==> src/rtl/sha2_message_schedule_stream.sv <==
// SHA-2 message-schedule engine: loads one 16-word block, then streams W_0..W_{ROUNDS-1}
// with round index and last flag. Valid/ready on both sides, block abort via clear_i.
module sha2_message_schedule_stream #(
    parameter int MODE = 256,
    localparam int WIDTH  = ((MODE == 384) || (MODE == 512)) ? 64 : 32,
    localparam int ROUNDS = (WIDTH == 64) ? 80 : 64,
    localparam int RW     = $clog2(ROUNDS)
) (
    input  logic             clk_i,
    input  logic             rst_ni,
    input  logic             clear_i,
    input  logic             in_valid_i,
    output logic             in_ready_o,
    input  logic [WIDTH-1:0] in_data_i,
    output logic             out_valid_o,
    input  logic             out_ready_i,
    output logic [WIDTH-1:0] out_data_o,
    output logic [RW-1:0]    out_round_o,
    output logic             out_last_o
);

    // state   | meaning
    // ST_LOAD | accepting message words W_0..W_15, cnt = words taken so far
    // ST_EMIT | presenting W_cnt from M[0], expanding one word per handshake
    typedef enum logic {ST_LOAD, ST_EMIT} state_t;

    if (!((MODE == 224) || (MODE == 256) || (MODE == 384) || (MODE == 512))) begin : g_bad_mode
        $error("sha2_message_schedule_stream: MODE must be 224, 256, 384 or 512");
    end

    localparam int unsigned S0_R1 = (WIDTH == 64) ? 1  : 7;
    localparam int unsigned S0_R2 = (WIDTH == 64) ? 8  : 18;
    localparam int unsigned S0_SH = (WIDTH == 64) ? 7  : 3;
    localparam int unsigned S1_R1 = (WIDTH == 64) ? 19 : 17;
    localparam int unsigned S1_R2 = (WIDTH == 64) ? 61 : 19;
    localparam int unsigned S1_SH = (WIDTH == 64) ? 6  : 10;

    localparam logic [RW-1:0] CNT_LOAD_LAST = RW'(15);
    localparam logic [RW-1:0] CNT_EMIT_LAST = RW'(ROUNDS - 1);

    function automatic logic [WIDTH-1:0] rotr(input logic [WIDTH-1:0] x, input int unsigned n);
        return (x >> n) | (x << (WIDTH - n));
    endfunction

    state_t           state_q, state_d;
    logic [RW-1:0]    cnt_q, cnt_d;
    logic [WIDTH-1:0] m_q [16];

    logic             shift_en;
    logic [WIDTH-1:0] ins_word;
    logic [WIDTH-1:0] sig0, sig1, new_word;

    // The window is arranged so the recurrence taps are fixed positions: W_{t-16}, W_{t-15},
    // W_{t-7} and W_{t-2} always sit in M[0], M[1], M[9] and M[14].
    assign sig0     = rotr(m_q[1], S0_R1) ^ rotr(m_q[1], S0_R2) ^ (m_q[1] >> S0_SH);
    assign sig1     = rotr(m_q[14], S1_R1) ^ rotr(m_q[14], S1_R2) ^ (m_q[14] >> S1_SH);
    assign new_word = m_q[0] + sig0 + m_q[9] + sig1;

    always_comb begin
        state_d  = state_q;
        cnt_d    = cnt_q;
        shift_en = 1'b0;
        ins_word = in_data_i;
        if (clear_i) begin
            state_d = ST_LOAD;
            cnt_d   = '0;
        end else begin
            case (state_q)
                ST_LOAD: begin
                    if (in_valid_i) begin
                        shift_en = 1'b1;
                        ins_word = in_data_i;
                        if (cnt_q == CNT_LOAD_LAST) begin
                            cnt_d   = '0;
                            state_d = ST_EMIT;
                        end else begin
                            cnt_d = cnt_q + RW'(1);
                        end
                    end
                end
                ST_EMIT: begin
                    if (out_ready_i) begin
                        shift_en = 1'b1;
                        ins_word = new_word;
                        if (cnt_q == CNT_EMIT_LAST) begin
                            cnt_d   = '0;
                            state_d = ST_LOAD;
                        end else begin
                            cnt_d = cnt_q + RW'(1);
                        end
                    end
                end
                default: begin
                    state_d = ST_LOAD;
                    cnt_d   = '0;
                end
            endcase
        end
    end

    always_ff @(posedge clk_i) begin
        if (!rst_ni) begin
            state_q <= ST_LOAD;
            cnt_q   <= '0;
        end else begin
            state_q <= state_d;
            cnt_q   <= cnt_d;
        end
    end

    always_ff @(posedge clk_i) begin
        if (!rst_ni) begin
            for (int i = 0; i < 16; i++) begin
                m_q[i] <= '0;
            end
        end else if (shift_en) begin
            for (int i = 0; i < 15; i++) begin
                m_q[i] <= m_q[i+1];
            end
            m_q[15] <= ins_word;
        end
    end

    // All outputs come from registers only; no path from in_valid_i/out_ready_i.
    assign in_ready_o  = (state_q == ST_LOAD);
    assign out_valid_o = (state_q == ST_EMIT);
    assign out_data_o  = m_q[0];
    assign out_round_o = (state_q == ST_EMIT) ? cnt_q : '0;
    assign out_last_o  = (state_q == ST_EMIT) && (cnt_q == CNT_EMIT_LAST);

endmodule

==> config.mk <==
export PLATFORM = sky130hd
export DESIGN_NAME = sha2_message_schedule_stream
export DESIGN_NICKNAME = d
export VERILOG_FILES = /design/src/rtl/sha2_message_schedule_stream.sv
export SDC_FILE = /design/constraint.sdc
export NUM_CORES = 1
export LEC_CHECK = 0
export ABC_CLOCK_PERIOD_IN_PS = 91800
export CELL_PAD_IN_SITES_DETAIL_PLACEMENT = 2
export CELL_PAD_IN_SITES_GLOBAL_PLACEMENT = 2
export CORE_UTILIZATION = 46
export CTS_BUF_LIST = sky130_fd_sc_hd__clkbuf_16
export CTS_CLUSTER_DIAMETER = 30
export DETAILED_ROUTE_END_ITERATION = 10
export GPL_ROUTABILITY_DRIVEN = 0
export HOLD_SLACK_MARGIN = 0.08
export PLACE_DENSITY = 0.89
export SLEW_MARGIN = 20
export SYNTH_ARGS = -nofsm -noshare
export SYNTH_HDL_FRONTEND = slang
export SYNTH_SLANG_ARGS = --single-unit
==> constraint.sdc <==
create_clock -name clk_i -period 91.8 [get_ports clk_i]
set_input_delay 18.36 -clock clk_i [delete_from_list [all_inputs] [get_ports clk_i]]
set_output_delay 18.36 -clock clk_i [all_outputs]
set_load 0.05 [all_outputs]
==> out/qor.txt, run 1 <==
Hold Vio Cnt, Final: 0
Critical Path AT: 22.40 ns
Hold-critical path endpoint: m_q[3][3]$_SDFFCE_PN0P_
Iteration-0 DRC count of the detailed router: 1740
Final nets: 2019
Flop2flop setup slack: 86.18 ns
RSZ-0062 raised after global routing: false
Die area: 0.0535 mm2
Synth Register Bits: 519
Worst EP required: 92.07 ns
Power per cell area: 32.3 mW/mm2
Setup Buffers After CTS: 0
IO buf count: 77
Die height: 231 um
CP max stage delay: 1.01 ns
Worst-Margin Slew: 1.12 ns
CP max FO: 82
Critical path buffers and inverters: 4
Number of buffers created by CTS: 120
Slew Limit Headroom: 0.252
Crit path time final: 22.13 ns
Clock root buffer: clkbuf_16
Capturing point of the worst reg2reg path: m_q[3][123]$_SDFFCE_PN0P_
WS Path Type: input port to flip-flop
Final cell count without fillers: 2668
Async SR Flop Fraction: 0
Starting Density: 0.469
Fin. max-slew vios: 0
Row cnt: 83
Worst Hold Depth: 1
Run status: finished, final reports clean
Worst vdd ir: 17.8 uV
Setup crit start kind: input port
Hold_buf cts: 0
Setup TNS Final: 0 ns
Synth Net Count: 1914
Hold Startpoint: m_q[3][35]$_SDFFCE_PN0P_
EDFF count, synth: 512
Drt first pass iters: 5
Share of cells above drive strength 1: 0.102
First-pass GRT wire length: 130 mm
CP max-delay cell: buf_4
Crit path max-delay family: buffers and inverters
Worst hold margin: 0.520 ns
Filler cell count: 4530
Largest net degree at the start of global routing: 315
Routed Antenna Nets: 0
R2r worst-path depth: 17
Final Cycle Share: 0.241
Post-Syn Area per Cell: 13.6 um2
Worst-Skew Late Latency: 0.69 ns
Area leader, netlist: edfxtp_1
Residual DRC: 0
Final HPWL DP: 51.8 mm
CTS Sinks: 519
Drt wl/cell: 34.4 um
Num ports: 78
Final wirelength: 91.7 mm
Clock skew: 0.0542 ns
Via-to-Cell Ratio: 5.76
P&R area growth vs syn: 21.6%
Total Power: 0.000950 W
Post-synth top area share: 0.636
Aggregate global-route resource usage: 0.350
Critical path cell sequence: clkdlybuf4s50_1, nand2_1, a21boi_2, o21ai_4, buf_4, buf_4, buf_4
Core outline area: 0.0516 mm2
Post_cts resized: 0
Die X: 231 um
R2r startpoint: m_q[0][40]$_SDFFCE_PN0P_
H-tree depth: 3
Distinct cell type count after synthesis: 58
DP Cell Count: 2445
Global route total overflow: 0
Crit. End Element: flip-flop
Max-cap violations: 0
Vias in the first global route: 17.1k
Initial antenna violation count: 2
Cell Area, Synth: 0.0242 mm2
Synth Instances: 1783
CTS max path bufs: 3
CTS clk-pin slew, worst paths: 0.05 ns
Final setup violation count: 0
Hold Crit Class: flip-flop to flip-flop
Most used cell, CP: buf_4
Top cells by area, synth: edfxtp_1 64%, and2_1 13%, fa_1 5.1%
Synth warn: 0
# diodes: 0
Pleak: 11.6 nW
Peak Freq: 45.2 MHz
CTS tree: done
Primary FF master, synth: edfxtp_1
Routed vias: 15.4k
Register area share after synthesis: 0.642
metal layers:
metal | vias to the layer above | track usage | wire, um
met5 | - | 0 | 0
met4 | 0 | 0.161 | 4180
met3 | 273 | 0.0818 | 7170
met2 | 883 | 0.603 | 46600
met1 | 7982 | 0.414 | 33800
li1 | 6225 | - | -
registers in the layout, indices dropped and copies added (netlist names):
name         cells
out_valid_o      1
cnt_q            6
m_q            512
cells by family after synthesis:
| logic type | synth area share |
|---|---|
| AND/OR/NAND/NOR | 0.157 |
| flip-flops | 0.642 |
| buffers and inverters | 0.0450 |
| XOR/XNOR | 0.0522 |
| AO/OA/AOI/OAI | 0.0353 |
| adder cells (fa/ha/maj) | 0.0679 |
| multiplexers | 0.000828 |
synthesized netlist by cell type (all sizes together) (2+ instances only):
cell type,instances
a31o,2
nor2,29
o221ai,2
and2,495
o211ai,5
o21a,2
o2111ai,2
nor3,9
nand4,8
nand2,43
or4b,2
mux2i,2
a21boi,7
a21oi,38
buf,36
inv,150
or2,2
a21o,10
nor2b,3
a31oi,5
edfxtp,512
o21bai,9
and3,4
or3,5
nand2b,5
xnor2,123
fa,62
dfxtp,7
clkbuf,69
ha,32
nor3b,2
a211oi,4
xor2,21
o21ai,37
nand3,30
area by class of cell:
type	count	area (um2)	area share
repair buffers	88	891	0.0303
clock buffers	121	3030	0.103
multi-input cells	1009	7600	0.259
inverters	150	563	0.0191
well taps	680	851	0.0289
clock inverters	101	951	0.0323
flip-flops and latches	519	15500	0.528
where the power goes:
part	switching (W)	internal [W]	total, W	leakage (nW)
Sequential	0.0000140	0.000279	0.000293	5.51
Combinational	0.000154	0.0000712	0.000226	4.14
Clock	0.000150	0.000282	0.000432	1.98
worst max path at each step:
stage / startpoint / to / slack (ns) / cells after the start
2_1_floorplan: out_ready_i / m_q[0][0]$_SDFFCE_PN0P_ / 35.25 / 4
3_3_place_gp: out_ready_i / m_q[0][116]$_SDFFCE_PN0P_ / 69.37 / 7
3_5_place_dp: out_ready_i / m_q[0][116]$_SDFFCE_PN0P_ / 69.12 / 7
4_1_cts: out_ready_i / m_q[1][53]$_SDFFCE_PN0P_ / 69.65 / 7
5_1_grt: out_ready_i / m_q[0][54]$_SDFFCE_PN0P_ / 69.52 / 7
6_report: out_ready_i / m_q[0][10]$_SDFFCE_PN0P_ / 69.67 / 7
cells in the final DEF (no fill, tap or decap), types with 7 or more instances in the layout:
cell | Yosys | final
fa_1 | 62 | 62
and2_1 | 495 | 495
nor2_1 | 29 | 27
clkdlybuf4s50_1 | 0 | 76
o21bai_1 | 9 | 9
buf_4 | 32 | 8
dfxtp_1 | 7 | 7
a21oi_1 | 38 | 38
xor2_1 | 21 | 21
nand4_1 | 8 | 8
clkinvlp_4 | 0 | 10
clkinv_1 | 0 | 31
o21ai_1 | 11 | 11
a21o_1 | 10 | 10
nand3_1 | 30 | 30
nor3_1 | 8 | 8
o21ai_0 | 26 | 25
nand2_1 | 42 | 42
clkinv_2 | 0 | 15
edfxtp_1 | 512 | 512
inv_1 | 150 | 168
xnor2_1 | 123 | 123
clkbuf_16 | 0 | 121
bufinv_16 | 0 | 16
ha_1 | 32 | 32
through the flow:
stage | instance area (um2) | util | worst slack [ns]
2_1_floorplan | 24200 | - | 35.25
3_3_place_gp | 25400 | 0.492 | 69.37
3_5_place_dp | 25400 | 0.492 | 69.12
4_1_cts | 29400 | 0.569 | 69.65
5_1_grt | 29400 | 0.570 | 69.52
6_report | 29400 | 0.570 | 69.67
worst reg2reg max path: cells and delay by family, from the launching register on:
family                     cells  cell delay (ns)
adders and majority gates      4             1.59
AOI/OAI and AO/OA              4             1.40
xor gates and xnor gates       2             0.74
DFF                            1             0.60
and+or+nand+nor                3             0.59
buffers and inverters          3             0.29
muxes                          1             0.17
No activity file was read; power rests on OpenSTA's default activity.
==> inputs of run 2 (changes only) <==
- ABC_CLOCK_PERIOD_IN_PS: 91800 -> 19450
- CORE_UTILIZATION: 46 -> 40
- PLACE_DENSITY: 0.89 -> 0.83
- clock period: 91.8 -> 19.45 ns (I/O delays scaled with it)
==> run 2 against run 1 <==
Compared with the run above:
- sequential cell count is the same
- first-iteration DRC count decreased by 25%
- utilization down 6.6 points
- clock skew is 0.013 ns lower
- routed wire length down 12%
- power grew to 4.8 times the previous value
- count of clock-buffer cells in the layout rose by 15
- sequential share of layout area fell by 0.89 points
- highest routed layer is now met5
==> out/qor.txt, run 2 (synthesis gave the netlist of run 1 again) <==
Run status: finished, final reports clean
Slew Limit Headroom: 0.235 (-0.0173)
RSZ-0062 raised after global routing: false
Die height: 248 um (+7.2%)
Core outline area: 0.0594 mm2 (+15%)
Vias in the first global route: 16.6k (-2.5%)
Hold Startpoint: m_q[2][66]$_SDFFCE_PN0P_
Final HPWL DP: 47.4 mm (-8.5%)
Final cell count without fillers: 2778 (+4.1%)
Drt wl/cell: 29.2 um (-15%)
Pleak: 11.9 nW (+2.0%)
Worst-Margin Slew: 1.15 ns (+0.0260 ns)
IO buf count: 77 (unchanged)
WS Path Type: input port to flip-flop
Commonest non-fill, non-tap cell in the layout: edfxtp_1
CTS max path bufs: 3 (unchanged)
Critical Path AT: 7.81 ns (-14.59 ns)
Clock skew: 0.0415 ns (-0.0127 ns)
Critical path origin: out_ready_i
Number of buffers created by CTS: 130 (+8.3%)
P&R area growth vs syn: 23.7%
H-tree depth: 4 (+1)
CTS tree: done
P_sw: 0.00147 W (+360%)
Worst-Skew Late Latency: 0.72 ns (+0.03 ns)
Drt first pass iters: 5 (unchanged)
Worst vdd ir: 96.6 uV (+440%)
Setup Buffers After CTS: 0 (unchanged)
Die X: 248 um (+7.2%)
First-pass GRT wire length: 117 mm (-9.7%)
Routed vias: 14.7k (-4.3%)
Fin. max-slew vios: 0 (unchanged)
Global route total overflow: 0 (unchanged)
Worst setup margin: 11.95 ns (-57.72 ns)
Clock root buffer: clkbuf_16
Starting Density: 0.407 (-0.0611)
Final nets: 2028 (+0.45%)
CTS Sinks: 519 (unchanged)
Worst EP required: 19.77 ns (-72.30 ns)
Reg power frac: 0.299 (-0.009)
Row cnt: 89 (+7.2%)
Power per cell area: 154 mW/mm2 (+380%)
Power share of the clock group: 0.479 (+0.024)
Total Power: 0.00460 W (+380%)
Setup crit start kind: input port
Crit path time final: 7.50 ns
Switching portion of total power: 0.319 (-0.0160)
Logic pwr share: 0.222 (-0.015)
Final setup violation count: 0 (unchanged)
Setup TNS Final: 0 ns (unchanged)
CP max-delay cell: buf_4
R2r startpoint: m_q[0][51]$_SDFFCE_PN0P_
Via-to-Cell Ratio: 5.29 (-8.1%)
Routed Antenna Nets: 0 (unchanged)
Residual DRC: 0 (unchanged)
Max-cap violations: 0 (unchanged)
Design Area, Final: 0.0299 mm2 (+1.7%)
Share of cells above drive strength 1: 0.109 (+0.00667)
Aggregate global-route resource usage: 0.273 (-0.0770)
Hold Vio Cnt, Final: 0 (unchanged)
Post_cts resized: 0 (unchanged)
Largest net degree at the start of global routing: 189 (-40%)
Area after DPL: 0.0255 mm2 (+0.46%)
CTS clk-pin slew, worst paths: 0.05 ns (about the same)
Hold Crit Class: flip-flop to flip-flop
Reg with most FFs: m_q
Final Cycle Share: 0.385
CP max stage delay: 0.98 ns (-0.03 ns)
Int Power: 0.00313 W (+400%)
Hold_buf cts: 0 (unchanged)
Max FFs per register: 512 (unchanged)
Peak Freq: 133 MHz
CP max FO: 188 (+130%)
Num ports: 78 (unchanged)
Critical path cell sequence: clkdlybuf4s50_1, nand2_1, a21boi_2, o21ai_4, buf_12, buf_4, buf_6
Most frequent cells in the layout: 512 x edfxtp_1, 495 x and2_1, 172 x inv_1
DP Cell Count: 2538 (+3.8%)
Initial antenna violation count: 4 (+2)
Die area: 0.0614 mm2 (+15%)
Crit. End Element: flip-flop
Iteration-0 DRC count of the detailed router: 1304 (-25%)
Final wirelength: 81.2 mm (-12%)
Worst slack, placed: 11.01 ns (-58.12 ns)
[run 2: changes by cell type in the layout (fill, tap and decap cells not counted), moves of 2 or more]
cell | before | now
buf_6 | 2 | 4
inv_1 | 168 | 172
clkinv_4 | 6 | 2
buf_4 | 8 | 6
clkinv_2 | 15 | 19
inv_16 | 1 | 3
clkinv_1 | 31 | 27
clkinvlp_4 | 10 | 5
clkbuf_16 | 121 | 136
inv_6 | 2 | 7
[run 2: worst paths after layout]
| check | endpoint | slack, ns | cells after the start |
|---|---|---|---|
| worst min register to register | m_q[2][34]$_SDFFCE_PN0P_ | 0.51 | 1 |
| worst min-delay path | m_q[2][34]$_SDFFCE_PN0P_ | 0.51 | 1 |
| worst max register to register | m_q[3][123]$_SDFFCE_PN0P_ | 14.12 | 17 |
| worst max-delay path | m_q[1][104]$_SDFFCE_PN0P_ | 11.95 | 7 |
[run 2: cell type report]
type / instances / area, um2
sequential: 519 / 15500
antenna: 1 / 2.50
clock buffer: 136 / 3400
clock inverter: 103 / 982
tap: 773 / 967
timing repair buffer: 87 / 871
multi-input combinational: 1009 / 7600
fill: 5513 / 29400
inverter: 150 / 563
[run 2: layer usage]
metal	GRT usage	routed length (um)	up-vias
li1	-	-	6261
met2	0.462	40800	593
met3	0.0699	5200	228
met5	0	21	-
met4	0.137	3630	4
met1	0.322	31500	7616
[run 2: power groups by stage]
stage,Sequential [W],Combinational [W],Clock (W)
floorplan,0.00138,0.000610,0
global placement,0.00138,0.000840,0
detailed placement,0.00139,0.000912,0
CTS,0.00137,0.000995,0.00224
global route,0.00138,0.00107,0.00228
finish,0.00137,0.00102,0.00221
[run 2: worst max-delay path, delay by kind of cell]
family                 cells  cell delay (ns)
AND/OR/NAND/NOR            1             0.11
buffers and inverters      4             2.95
AO/OA/AOI/OAI              2             0.54
[run 2: through the flow]
stage	hold slack, ns	util
2_1_floorplan	0.488	-
3_3_place_gp	0.499	0.430
3_5_place_dp	0.507	0.430
4_1_cts	0.514	0.503
5_1_grt	0.529	0.504
6_report	0.508	0.504
